--- src/rtl/dtw_pkg.sv ---
// rtl/dtw_pkg.sv - shared state encoding and widths for the DTW backtrack job sequencer
package dtw_pkg;

    localparam int DTW_IDX_W  = 5;
    localparam int DTW_WORD_W = 32;

    localparam logic [2:0] S_IDLE   = 3'd0;
    localparam logic [2:0] S_FEED   = 3'd1;
    localparam logic [2:0] S_WAIT_D = 3'd2;
    localparam logic [2:0] S_BT     = 3'd3;
    localparam logic [2:0] S_DRAIN  = 3'd4;
    localparam logic [2:0] S_DONE   = 3'd5;

endpackage

--- src/rtl/dtw_wr_fifo.sv ---
// rtl/dtw_wr_fifo.sv - single-clock write buffer between backtrack words and the SRAM port
module dtw_wr_fifo #(
    parameter int DEPTH = 4,
    parameter int WIDTH = 32
) (
    input  logic             clk,
    input  logic             rst,
    input  logic             push,
    input  logic [WIDTH-1:0] push_data,
    input  logic             pop,
    output logic             full,
    output logic             empty,
    output logic [WIDTH-1:0] head
);

    localparam int PTR_W = $clog2(DEPTH);
    localparam logic [PTR_W:0] FULL_CNT = (PTR_W+1)'(DEPTH);

    logic [WIDTH-1:0] mem [DEPTH];
    logic [PTR_W-1:0] wr_ptr;
    logic [PTR_W-1:0] rd_ptr;
    logic [PTR_W:0]   count;
    logic             do_push;
    logic             do_pop;

    assign full    = (count == FULL_CNT);
    assign empty   = (count == '0);
    // A push into a full buffer is still taken when the head leaves in the same cycle.
    assign do_pop  = pop && !empty;
    assign do_push = push && (!full || do_pop);
    assign head    = mem[rd_ptr];

    always_ff @(posedge clk) begin
        if (do_push) begin
            mem[wr_ptr] <= push_data;
        end
    end

    always_ff @(posedge clk or posedge rst) begin
        if (rst) begin
            wr_ptr <= '0;
            rd_ptr <= '0;
            count  <= '0;
        end else begin
            if (do_push) begin
                wr_ptr <= wr_ptr + 1'b1;
            end
            if (do_pop) begin
                rd_ptr <= rd_ptr + 1'b1;
            end
            case ({do_push, do_pop})
                2'b10:   count <= count + 1'b1;
                2'b01:   count <= count - 1'b1;
                default: count <= count;
            endcase
        end
    end

endmodule

--- src/rtl/dtw_bt_sched.sv ---
// rtl/dtw_bt_sched.sv - DTW job sequencer: template feed, score wait, backtrack launch, SRAM write-out
module dtw_bt_sched
    import dtw_pkg::*;
#(
    parameter int ADDR_W     = 10,
    parameter int FIFO_DEPTH = 4,
    parameter int TIMEOUT    = 255
) (
    input  logic                  clk,
    input  logic                  rst,
    input  logic                  i_start,
    input  logic [DTW_IDX_W-1:0]  i_tlen,
    input  logic [ADDR_W-1:0]     i_base_addr,
    output logic                  o_busy,
    output logic                  o_done,
    output logic                  o_err,
    output logic [ADDR_W-1:0]     o_word_cnt,
    output logic                  o_feed_valid,
    output logic [DTW_IDX_W-1:0]  o_feed_tidx,
    input  logic                  i_last_outena,
    output logic                  o_bt_start,
    input  logic                  i_bt_valid,
    input  logic [DTW_WORD_W-1:0] i_bt_data,
    input  logic                  i_bt_end,
    output logic                  o_sram_we,
    output logic [ADDR_W-1:0]     o_sram_addr,
    output logic [DTW_WORD_W-1:0] o_sram_wdata,
    input  logic                  i_sram_ready
);

    localparam logic [7:0] WAIT_LAST = 8'(TIMEOUT - 1);

    logic [2:0]            state;
    logic [2:0]            state_nxt;
    logic [DTW_IDX_W-1:0]  tlen_q;
    logic [ADDR_W-1:0]     base_q;
    logic [DTW_IDX_W-1:0]  feed_cnt;
    logic [7:0]            wait_cnt;
    logic                  bt_first;
    logic                  err_q;
    logic [ADDR_W-1:0]     word_cnt;

    logic                  start_acc;
    logic                  timeout_hit;
    logic                  fifo_push;
    logic                  fifo_pop;
    logic                  fifo_full;
    logic                  fifo_empty;
    logic                  fifo_drop;
    logic [DTW_WORD_W-1:0] fifo_head;

    assign start_acc   = (state == S_IDLE) && i_start;
    // Timeout fires on the edge where the wait counter would reach TIMEOUT.
    assign timeout_hit = (state == S_WAIT_D) && !i_last_outena && (wait_cnt == WAIT_LAST);
    assign fifo_push   = (state == S_BT) && i_bt_valid;
    assign fifo_pop    = !fifo_empty && i_sram_ready;
    assign fifo_drop   = fifo_push && fifo_full && !fifo_pop;

    always_ff @(posedge clk or posedge rst) begin
        if (rst) begin
            state <= S_IDLE;
        end else begin
            state <= state_nxt;
        end
    end

    always_comb begin
        state_nxt = state;
        case (state)
            S_IDLE: begin
                if (i_start) begin
                    state_nxt = (i_tlen == '0) ? S_DONE : S_FEED;
                end
            end
            S_FEED: begin
                if (feed_cnt == tlen_q - 1'b1) begin
                    state_nxt = S_WAIT_D;
                end
            end
            S_WAIT_D: begin
                if (i_last_outena) begin
                    state_nxt = S_BT;
                end else if (timeout_hit) begin
                    state_nxt = S_DONE;
                end
            end
            S_BT: begin
                if (i_bt_end) begin
                    state_nxt = S_DRAIN;
                end
            end
            S_DRAIN: begin
                if (fifo_empty) begin
                    state_nxt = S_DONE;
                end
            end
            S_DONE:  state_nxt = S_IDLE;
            default: state_nxt = S_IDLE;
        endcase
    end

    always_comb begin
        o_busy       = (state != S_IDLE);
        o_done       = (state == S_DONE);
        o_feed_valid = (state == S_FEED);
        o_feed_tidx  = (state == S_FEED) ? feed_cnt : '0;
        o_bt_start   = (state == S_BT) && bt_first;
        o_err        = err_q;
        o_word_cnt   = word_cnt;
        o_sram_we    = !fifo_empty;
        o_sram_addr  = base_q + word_cnt;
        o_sram_wdata = fifo_empty ? '0 : fifo_head;
    end

    always_ff @(posedge clk or posedge rst) begin
        if (rst) begin
            tlen_q   <= '0;
            base_q   <= '0;
            feed_cnt <= '0;
            wait_cnt <= '0;
            bt_first <= 1'b0;
            err_q    <= 1'b0;
            word_cnt <= '0;
        end else begin
            // Only the cycle leaving WAIT_D marks the first BT cycle.
            bt_first <= (state == S_WAIT_D);
            wait_cnt <= (state == S_WAIT_D) ? wait_cnt + 1'b1 : 8'd0;
            if (start_acc) begin
                tlen_q   <= i_tlen;
                base_q   <= i_base_addr;
                feed_cnt <= '0;
                err_q    <= (i_tlen == '0);
                word_cnt <= '0;
            end else begin
                if (state == S_FEED) begin
                    feed_cnt <= feed_cnt + 1'b1;
                end
                if (timeout_hit || fifo_drop) begin
                    err_q <= 1'b1;
                end
                if (fifo_pop) begin
                    word_cnt <= word_cnt + 1'b1;
                end
            end
        end
    end

    dtw_wr_fifo #(
        .DEPTH (FIFO_DEPTH),
        .WIDTH (DTW_WORD_W)
    ) u_wr_fifo (
        .clk       (clk),
        .rst       (rst),
        .push      (fifo_push),
        .push_data (i_bt_data),
        .pop       (fifo_pop),
        .full      (fifo_full),
        .empty     (fifo_empty),
        .head      (fifo_head)
    );

endmodule

--- config.mk ---
export PLATFORM = sky130hd
export DESIGN_NAME = dtw_bt_sched
export DESIGN_NICKNAME = d
export VERILOG_FILES = /design/src/rtl/dtw_pkg.sv /design/src/rtl/dtw_wr_fifo.sv /design/src/rtl/dtw_bt_sched.sv
export SDC_FILE = /design/constraint.sdc
export NUM_CORES = 1
export LEC_CHECK = 0
export ABC_CLOCK_PERIOD_IN_PS = 3300
export BUFFER_PORTS_ARGS = -buffer_cell sky130_fd_sc_hd__buf_2
export CAP_MARGIN = 10
export CORE_MARGIN = 1
export CORE_UTILIZATION = 57
export DETAILED_ROUTE_END_ITERATION = 12
export PLACE_DENSITY = 0.8
export SLEW_MARGIN = 20
export SYNTH_ARGS = -nofsm -noshare
export SYNTH_HDL_FRONTEND = slang
export SYNTH_SLANG_ARGS = --single-unit
export TNS_END_PERCENT = 20
--- constraint.sdc ---
create_clock -name clk -period 3.3 [get_ports clk]
set_input_delay 0.66 -clock clk [delete_from_list [all_inputs] [get_ports clk]]
set_output_delay 0.66 -clock clk [all_outputs]
set_load 0.005 [all_outputs]
* Yosys cells after proc, flatten, opt, wreduce, memory -nomap -nowiden *
Memories as Yosys holds them, arrays and structs flattened.
Cells that the tools add are included.

word-level totals
  register bits after elaboration = 50
  memory bits (writable) = 128
  bits of input ports = 54
  output and inout bits = 63
  memories = 1

cells by class
  add/sub/neg operators = 9
  equal/unequal tests = 15
  multiplexer cells = 20
  reduce and logical (&&, ||, !) cells = 25

memories
  memory         depth  bits a word  read ports  clocked after Yosys merged registers in  write ports  line               RTL
  u_wr_fifo.mem  4      32           1           0                                        1            dtw_wr_fifo.sv:19  logic [WIDTH-1:0] mem [DEPTH];

operator list
  kind                     number
  $mux W32                 1
  $mux W3                  7
  $mux W10                 2
  $mux W5                  3
  $pmux W3 S5              1
  $add A10 B1 Y10 const B  1
  $add A10 B10 Y10         1
  $logic_and A1 B1 Y1      10
  $eq A3 B3 Y1 const B     3
  $add A8 B1 Y8 const B    1
  $eq A8 B8 Y1 const B     1
  $mux W8                  1
  $reduce_bool A2 Y1       4
  $eq A3 B2 Y1 const B     2
  $logic_not A3 Y1         2
  $ne A2 B2 Y1 const B     3
  $pmux W3 S2              1
  $add A5 B1 Y5 const B    1
  $eq A5 B5 Y1             1
  $logic_not A5 Y1         1
  $reduce_and A5 Y1        1
  $sub A5 B1 Y5 const B    1
  $add A2 B1 Y2 const B    2
  $logic_not A1 Y1         4
  10 further kinds         14

* Logic depth before layout (Yosys ltp) *
  depth after elaboration = 8
  gate-level depth with buffers = 8

* Cells and area by module *
From an unflattened synthesis, not the netlist that was laid out.

second synthesis, totals
  cells, all modules = 488
  area, all modules = 7,770.0 um^2

modules (own cells, without submodules)
  module        times used  cells each  area each (um^2)  seq. area each (um^2)
  dtw_wr_fifo   1           207         5,048.6           4,018.9
  dtw_bt_sched  1           281         2,721.4           1,076.0

* Worst setup path after synthesis *
No wires, ideal clock.

  path type = register to output
  start = register word_cnt[0], in the netlist o_word_cnt[0]
  end = output o_sram_addr[8]
  data arrival time = 1.801 ns
  required time = 2.640 ns
  path slack = 0.839 ns
  stages on the path, launching flop included = 7
  path buffers = 0
  cell sequence = dfrtp_1 ha_1 fa_1 a21oi_1 o22ai_1 o41ai_1 xnor2_1

on the way
  cells in the longest elaborated chain, start to end = 1

ends and longest elaborated chain
  what                      line                 RTL
  start: declaration        dtw_bt_sched.sv:41   logic [ADDR_W-1:0] word_cnt;
  start signal: assignment  dtw_bt_sched.sv:142  word_cnt <= word_cnt + 1'b1;
  $add A10 B10 Y10          dtw_bt_sched.sv:111  o_sram_addr = base_q + word_cnt;
  end: declaration          dtw_bt_sched.sv:26   output logic [ADDR_W-1:0] o_sram_addr,

Every way passes these cells.

* Worst setup path after layout *
Same ends and word-level chain as after synthesis.

==> flow_metrics.env <==
export IMPL_num_vias=4611
export IMPL_viasPerCell=5.57
export IMPL_clk_pin_slew_worst_paths_ps=60
export IMPL_ys_ff_latch=178
export IMPL_area_growth_pct=19.2
export IMPL_rsz0062_at_grt="false"
export IMPL_syn_avg_cell_area_sq_um=15.1
export IMPL_worstSetupPathType="flip-flop to output port"
export IMPL_core_area_sq_um=13200
export IMPL_grt_pass1_vias=4765
export IMPL_ff2ff_path_depth=5
export IMPL_ys_flop_type="edfxtp_1"
export IMPL_yosysSeqAreaShare=0.660
export IMPL_ant_nets=0
export IMPL_rows=42
export IMPL_final_common_cell="edfxtp_1"
export IMPL_worst_path_max_delay_cell="dfrtp_1"
export IMPL_dpl_hpwl_mm=9.68
export IMPL_cts_buffers=17
export IMPL_ctsHoldBuffers=0
export IMPL_numPortBuffers=116
export IMPL_final_cell_mix="edfxtp_1 (128), buf_2 (116), nand2_1 (54), dfrtp_1 (49)"
export IMPL_start_util=0.583
export IMPL_synth_fa_ha_area_frac=0.0344
export IMPL_r2r_end="u_wr_fifo.mem[3][26]"
export IMPL_post_cts_resized=0
export IMPL_met2_usage=0.387
export IMPL_root_buffer="clkbuf_16"
export IMPL_syn_area_sq_um=7720
export IMPL_nets=712
export IMPL_use_met3=0.0550
export IMPL_antenna_found_initial=1
export IMPL_clock_latency_ps=420
export IMPL_cp_max_fo=5
export IMPL_cts_htree_levels=4
export IMPL_worst_ep_arrival_time_ps=2450
export IMPL_clockBufferDepth=2
export IMPL_yosys_area_share_simple=0.110
export IMPL_die_h_microns=118
export IMPL_wire_per_inst_microns=18.4
export IMPL_synthXorXnorAreaFrac=0.0431
export IMPL_drt_iter0_markers=335
export IMPL_synth_compound_area_frac=0.0345
export IMPL_vdd_ir_drop_max_mv=0.619
export IMPL_worst_pin_slew_ps=586
export IMPL_die_area_sq_um=14000
export IMPL_fin_total_pwr_mw=7.63
export IMPL_r2r_slack_ps=940
export IMPL_powerDensity_nw_per_um2=830
export IMPL_place_gp_congestion=0.900
export IMPL_drv_slew=0
export IMPL_min_path_type="input pin to async pin"
export IMPL_met1_usage=0.290
export IMPL_critPathMaxStageDelay_ps=430
export IMPL_clock_sink_count=178
export IMPL_timing_setup_tns_ps=0
export IMPL_yosysUniqueCellTypes=52
export IMPL_finalHoldViolCount=0
export IMPL_drv_cap=0
export IMPL_dr_pass1_iters=4
export IMPL_routed_wl_mm=15.2
export IMPL_cts_tree="built"
export IMPL_relSlewSlack=0.607
export IMPL_synthesis_nets=586
export IMPL_muxShareOfSynthArea=0.0975
export IMPL_finalCriticalPeriod_ps=3110
export IMPL_fmax_ghz=0.321
export IMPL_outcome="finished clean"
export IMPL_grt_usage=0.232
export IMPL_cp_end_kind="output port"
export IMPL_synth_edf_count=128
export IMPL_grt_busiest_layer="met2"
export IMPL_drc_errors=0
export IMPL_cp_required_ps=2640
export IMPL_setup_viol=0
export IMPL_leakage_nw=3.72
export IMPL_cts_setup_buffers=0
export IMPL_crit_chain="ha_1 -> fa_1 -> a21oi_1 -> o22ai_1 -> o41ai_2 -> xnor2_1 -> buf_2"
export IMPL_period_share=0.944
export IMPL_drive_above_1_share=0.318
export IMPL_synth_top_family_by_area="simple AND/OR/NAND/NOR gates"
export IMPL_clock_skew_ps=5.47
export IMPL_crit_path_start_kind="flip-flop"
export IMPL_grt_pass1_wl_mm=24.3
export IMPL_grt_start_max_net_pins=34
export IMPL_synthCells=512
export IMPL_async_flop_share=0.281
export IMPL_die_w_microns=118
export IMPL_grt_overflow_total=0
export IMPL_io_pins=117
export IMPL_r2r_start="state[1]"
export IMPL_ys_warn_count=0
how the worst max path moves through the flow:
stage	from	endpoint	slack (ps)	cells past startpoint
floorplan	o_word_cnt[0]	o_sram_addr[8]	840	6
global placement	o_word_cnt[0]	o_sram_addr[8]	650	7
detailed placement	o_word_cnt[0]	o_sram_addr[8]	570	7
CTS	o_word_cnt[0]	o_sram_addr[8]	110	7
global route	o_word_cnt[0]	o_sram_addr[8]	40	7
finish	o_word_cnt[0]	o_sram_addr[8]	190	7
worst max-delay path, delay by kind of cell (launching register included):
family	cells	cell delay, ps
buf+inv	1	120
fa+ha+maj	2	690
compound gates	3	630
xor+xnor	1	150
flops	1	430
logic make-up (layout without fill, tap and decap cells):
| logic type | after synthesis | count (layout) |
|---|---|---|
| simple gates | 166 | 166 |
| flops | 178 | 178 |
| buf+inv | 37 | 176 |
| other cells | 0 | 1 |
| xor+xnor | 38 | 38 |
| mux | 35 | 35 |
| fa+ha+maj | 20 | 20 |
| compound gates | 38 | 38 |
cells in the mapped netlist (2+ instances only):
library cell,instances,area share
edfxtp_1,128,0.50
nand2_1,54,0.026
dfrtp_1,50,0.16
mux4_2,32,0.093
nor2b_1,32,0.026
nor2_1,31,0.015
xnor2_1,20,0.023
ha_1,18,0.029
xor2_1,18,0.020
inv_1,15,0.0073
clkbuf_1,13,0.0063
a21oi_1,11,0.0071
and2_1,10,0.0081
buf_2,8,0.0052
nand3_1,8,0.0052
and3_1,5,0.0041
o21ai_0,5,0.0032
a31oi_1,4,0.0032
nand2b_1,4,0.0032
nor3_1,4,0.0026
nand4_1,3,0.0024
a2111oi_0,2,0.0023
and3b_1,2,0.0023
and4_1,2,0.0023
fa_1,2,0.0052
mux2i_1,2,0.0026
o211ai_1,2,0.0019
o31ai_2,2,0.0032
or4b_1,2,0.0026
metal layers:
layer / part of all wire / wire length [microns]
met5: 0 / 0
met4: 0.021 / 313
met3: 0.050 / 765
met1: 0.41 / 6200
met2: 0.52 / 7960
power by group:
part	internal [mW]	switching, mW
clock network	1.28	0.840
logic	1.32	1.20
registers	2.65	0.340
area by class of cell:
type,count,area (sq um)
Sequential cell,178,5100
Antenna cell,1,2.50
Clock inverter,13,196
Timing Repair Buffer,129,703
Multi-Input combinational cell,297,2490
Tap cell,176,220
Clock buffer,19,433
Fill cell,894,4050
Inverter,15,56.3
stage by stage:
stage | std cells | worst slack [ps] | hold WS (ps) | util | area [sq um]
floorplan | 512 | 839 | 450 | - | 7720
global placement | 795 | 649 | 468 | 0.646 | 8560
detailed placement | 795 | 570 | 479 | 0.646 | 8560
CTS | 827 | 107 | 280 | 0.694 | 9190
global route | 828 | 40.3 | 310 | 0.694 | 9200
finish | 828 | 186 | 281 | 0.694 | 9200
state kept, by name, summed over array words and instances, names as in the netlist:
register          cells
state                 3
u_wr_fifo.mem       128
base_q               10
wait_cnt              8
u_wr_fifo.wr_ptr      2
feed_cnt              5
o_err                 1
u_wr_fifo.count       3
bt_first              1
u_wr_fifo.rd_ptr      2
o_word_cnt           10
tlen_q                5
Power figures use the tool's default switching activity.
